`src/rtl/clock_pkg.sv`:
```
// Shared types and widths for the digital clock timekeeping slice.
package clock_pkg;

    localparam int STATE_W = 3;
    localparam int FIELD_W = 6;

    typedef logic [FIELD_W-1:0] field_t;

    typedef enum logic [STATE_W-1:0] {
        ST_RUN         = 3'd0,
        ST_SET_HOUR    = 3'd1,
        ST_SET_MIN     = 3'd2,
        ST_SET_AL_HOUR = 3'd3,
        ST_SET_AL_MIN  = 3'd4
    } state_t;

endpackage

```
`src/rtl/mod_counter.sv`:
```
// Wrapping counter 0..max with synchronous clear; carry flags the wrap increment.
module mod_counter
    import clock_pkg::*;
(
    input  logic   clk,
    input  logic   rst,
    input  logic   en,
    input  field_t max,
    output field_t val,
    output logic   carry
);

    assign carry = en && (val == max);

    always_ff @(posedge clk) begin
        if (rst) begin
            val <= '0;
        end else if (en) begin
            val <= (val == max) ? '0 : val + field_t'(1);
        end
    end

endmodule

```
`src/rtl/clock_time_ctrl.sv`:
```
// Timekeeping controller: cascaded sec/min/hour counters plus time-set FSM.
// Optional alarm registers and comparator are compiled in with `define ALARM_EN.
module clock_time_ctrl
    import clock_pkg::*;
#(
    parameter int SEC_MAX  = 59,
    parameter int MIN_MAX  = 59,
    parameter int HOUR_MAX = 23
) (
    input  logic               clk,
    input  logic               rst,
    input  logic               tick_1hz,
    input  logic               btn_mode,
    input  logic               btn_inc,
    output logic [FIELD_W-1:0] sec,
    output logic [FIELD_W-1:0] min,
    output logic [FIELD_W-1:0] hour,
    output logic [STATE_W-1:0] mode,
    output logic               alarm_hit
);

    state_t state;
    logic   sec_en, min_en, hour_en;
    logic   sec_carry, min_carry, hour_carry;
    logic   sec_clr;
    logic   inc_only;

    assign inc_only = btn_inc && !btn_mode;
    // Leaving SET_MIN restarts the minute from :00.
    assign sec_clr  = (state == ST_SET_MIN) && btn_mode;
    assign mode     = state;

    always_comb begin
        sec_en  = 1'b0;
        min_en  = 1'b0;
        hour_en = 1'b0;
        case (state)
            ST_RUN: begin
                sec_en  = tick_1hz;
                min_en  = sec_carry;
                hour_en = min_carry;
            end
            ST_SET_HOUR: hour_en = inc_only;
            ST_SET_MIN:  min_en  = inc_only;
            default: ;
        endcase
    end

    mod_counter u_sec (
        .clk   (clk),
        .rst   (rst || sec_clr),
        .en    (sec_en),
        .max   (field_t'(SEC_MAX)),
        .val   (sec),
        .carry (sec_carry)
    );

    mod_counter u_min (
        .clk   (clk),
        .rst   (rst),
        .en    (min_en),
        .max   (field_t'(MIN_MAX)),
        .val   (min),
        .carry (min_carry)
    );

    mod_counter u_hour (
        .clk   (clk),
        .rst   (rst),
        .en    (hour_en),
        .max   (field_t'(HOUR_MAX)),
        .val   (hour),
        .carry (hour_carry)
    );

`ifdef ALARM_EN
    field_t al_hour, al_min;
    logic   al_hour_carry, al_min_carry;
    logic   armed;
    field_t nxt_min, nxt_hour;
    logic   alarm_match;

    mod_counter u_al_hour (
        .clk   (clk),
        .rst   (rst),
        .en    ((state == ST_SET_AL_HOUR) && inc_only),
        .max   (field_t'(HOUR_MAX)),
        .val   (al_hour),
        .carry (al_hour_carry)
    );

    mod_counter u_al_min (
        .clk   (clk),
        .rst   (rst),
        .en    ((state == ST_SET_AL_MIN) && inc_only),
        .max   (field_t'(MIN_MAX)),
        .val   (al_min),
        .carry (al_min_carry)
    );

    // Compare against the post-tick time so the pulse lands right after the :00 tick.
    always_comb begin
        nxt_min     = min_carry  ? '0 : min + field_t'(1);
        nxt_hour    = hour_carry ? '0 : (min_carry ? hour + field_t'(1) : hour);
        alarm_match = armed && (state == ST_RUN) && !btn_mode && sec_carry
                      && (nxt_min == al_min) && (nxt_hour == al_hour);
    end
`else
    assign alarm_hit = 1'b0;
`endif

    always_ff @(posedge clk) begin
        if (rst) begin
            state <= ST_RUN;
`ifdef ALARM_EN
            armed     <= 1'b0;
            alarm_hit <= 1'b0;
`endif
        end else begin
`ifdef ALARM_EN
            alarm_hit <= alarm_match;
`endif
            if (btn_mode) begin
                case (state)
                    ST_RUN:      state <= ST_SET_HOUR;
                    ST_SET_HOUR: state <= ST_SET_MIN;
`ifdef ALARM_EN
                    ST_SET_MIN:     state <= ST_SET_AL_HOUR;
                    ST_SET_AL_HOUR: state <= ST_SET_AL_MIN;
                    ST_SET_AL_MIN: begin
                        state <= ST_RUN;
                        armed <= 1'b1;
                    end
`else
                    ST_SET_MIN:  state <= ST_RUN;
`endif
                    default:     state <= ST_RUN;
                endcase
            end
        end
    end

endmodule

```
`config.mk`:
```
export PLATFORM = sky130hd
export DESIGN_NAME = clock_time_ctrl
export DESIGN_NICKNAME = d
export VERILOG_FILES = /design/src/rtl/clock_pkg.sv /design/src/rtl/mod_counter.sv /design/src/rtl/clock_time_ctrl.sv
export SDC_FILE = /design/constraint.sdc
export NUM_CORES = 1
export LEC_CHECK = 0
export ABC_CLOCK_PERIOD_IN_PS = 1600
export CAP_MARGIN = 10
export CORE_ASPECT_RATIO = 1.4
export CORE_MARGIN = 2
export CORE_UTILIZATION = 44
export CTS_CLUSTER_SIZE = 20
export DETAILED_ROUTE_END_ITERATION = 6
export GPL_TIMING_DRIVEN = 0
export PLACE_DENSITY = 0.72
export SYNTH_ARGS = -nofsm -noshare
export SYNTH_HDL_FRONTEND = slang
export SYNTH_SLANG_ARGS = --single-unit
```
`constraint.sdc`:
```
create_clock -name clk -period 1.6 [get_ports clk]
set_clock_uncertainty 0.1 [all_clocks]
set_input_delay 0.24 -clock clk [delete_from_list [all_inputs] [get_ports clk]]
set_output_delay 0.24 -clock clk [all_outputs]
set_load 0.1 [all_outputs]
```
==> reports/results.tsv <==
metric	value	unit
power.density	685	nW/um2
grt_max_degree	13	
diodes	0	
cts.clk_slew.worst_paths	0.12	ns
syn_to_final_growth	47.1	%
path_class	flip-flop to flip-flop	
holdBufCountCts	0	
clock-root-buffer	clkbuf_4	
critPathLaunchType	flip-flop	
min_path_type	input port to flip-flop	
final_common_cell	buf_2	
p_leak	0.672	nW
clk_latency	0.31	ns
slew_headroom	63.9	%
synthCells	132	
cts_max_level	1	
die_w	47.2	um
synth_area	1150	um2
drive_gt1_share	51.2	%
hpwl	2.06	mm
irDropWorstVdd	0.529	mV
post_drt_wl_per_cell	13.9	um
status	finished, violations left	
crit_required	1.72	ns
slowest_stage	dfxtp_4	
syn-mean-instance-area	8.71	um2
violations	negative setup slack	
gp_congestion	0.786	
final_cell_mix	buf_2, buf_4, dfxtp_4, nor2_1, nand2_1	
post-route-period-util	112	%
synth_seq_cells	20	
routed_via_density	5.51	
arrival	1.90	ns
final.setup.tns	-0.940	ns
path_max_fanout	5	
setup_violations	9	
antenna_found_initial	0	
rsz0062_at_grt	true	
crit_path_max_incr_delay	0.38	ns
ys_top_cells_by_area	dfxtp_1, a21oi_1, ha_1	
overflow	0	
drtIter0Drc	12	
clockBufferDepth	2	
end_kind	flip-flop	
drc	0	
core_area	2440	um2
timing.fmax	0.560	GHz
rows	21	
slew_viol_final	0	
finalHoldViolations	0	
drv_cap	0	
nets	181	
final_util	69.2	%
dr_total_vias	1135	
first_pass_iters	4	
cts_buffers	3	
path_cells	ha_4, and4b_2, nand4_1, a21oi_2, mux2_4	
cts_tree	built	
holdWs	0.371	ns
setup_slack	-0.186	ns
grt_first_pass_wirelength	4.55	mm
tightest_slew	0.544	ns
drt.antenna.violating_nets	0	
io_pins	27	
layoutNonFillerInstCount	206	
synth_cell_types	43	
place_inst	190	
period_needed	1.79	ns
grt_pass1_vias	1060	
initial_core_util	47.1	%
cts_sinks	20	
portBuffers	23	
synth_top_area_share	34.8	%
seq_area_frac_synth	34.8	%
synth_top_cell_by_area	dfxtp_1	
die_area	3040	um2
grt_usage	20.4	%
ys_warn_count	0	
die_y	64.5	um
routed_wl	2.87	mm
## power by group
group	total, W	leakage, nW	switching (W)	internal (W)
sequential	0.000504	0.175	0.0000101	0.000494
clock	0.000413	0.0279	0.000159	0.000254
combinational	0.000242	0.469	0.000166	0.0000758
## synthesized netlist by cell type (all sizes together)
cell type,instances
o31ai,4
nand2b,1
clkbuf,3
nor3b,3
o221a,1
and3b,3
and4bb,1
nand2,9
nor4b,1
xor2,4
or4b,1
ha,3
or3,2
xnor2,1
mux2,3
or2,1
a211o,1
o41ai,1
or4,3
a31oi,1
and4b,1
nor2b,6
o21ai,6
nor3,2
nor2,9
dfxtp,20
nand4bb,1
conb,1
and4,2
inv,3
nand4,3
a32oi,1
a21oi,12
buf,6
and2,2
and3,2
nand3,5
mux2i,1
o31a,1
a21boi,1
## metal layers
layer / GRT usage, % / part of all wire (%) / up-vias
met1: 22.4 / 39 / 551
li1: - / - / 560
met2: 36.5 / 56 / 20
met5: 0 / 0 / -
met4: 9.38 / 2.0 / 0
met3: 2.51 / 3.0 / 4
## cells by family after synthesis
kind of cell,Yosys count,synth area share (%)
AO/OA/AOI/OAI,29,16.3
other,1,0.326
flip-flops,20,34.8
AND/OR/NAND/NOR,58,31.0
XOR/XNOR,5,3.81
buffers and inverters,12,6.64
adder cells (fa/ha/maj),3,3.26
multiplexers,4,3.81
## metrics by stage
stage	worst slack (ns)	cell area (um2)	total power, W
2_1_floorplan	-0.275	1250	0.000680
3_3_place_gp	-0.400	1520	0.000725
3_5_place_dp	-0.411	1520	0.000728
4_1_cts	-0.171	1660	0.00115
5_1_grt	-0.245	1690	0.00120
6_report	-0.186	1690	0.00116
## final timing paths
check | slack (ns) | depth (start not counted) | endpoint | from
max reg2reg | -0.19 | 5 | u_hour.val[5] | u_sec.val[1]
min | 0.37 | 4 | u_min.val[1] | rst
min reg2reg | 0.40 | 2 | u_min.val[4] | u_min.val[4]
max | -0.19 | 5 | u_hour.val[5] | u_sec.val[1]
## flip-flops by register name, indices dropped and copies added (netlist names)
signal,count
mode,2
u_hour.val,6
u_min.val,6
u_sec.val,6
## worst max-delay path, delay by kind of cell, from the launching register on
family / cells / cell delay, ns
AND/OR/NAND/NOR: 2 / 0.53
flip-flops: 1 / 0.38
multiplexers: 1 / 0.31
AO/OA/AOI/OAI: 1 / 0.25
adder cells (fa/ha/maj): 1 / 0.13
## cell type report
cell class / instances / area [um2]
Sequential cell: 20 / 458
Clock buffer: 3 / 22.5
Clock inverter: 1 / 30.0
Inverter: 3 / 11.3
Buffer: 9 / 82.6
Timing Repair Buffer: 35 / 236
Tap cell: 34 / 42.5
Multi-Input combinational cell: 101 / 808
Fill cell: 207 / 752
## timing repair
| action | in CTS | in global routing |
|---|---|---|
| setup endpoints to repair | 29 | 28 |
| gates resized for setup | 91 | 31 |
| pin swaps | 8 | 4 |
| buffers inserted | 11 | 1 |
| hold endpoints to repair | 0 | 0 |
Note: power is estimated with default switching activity, not from simulation.
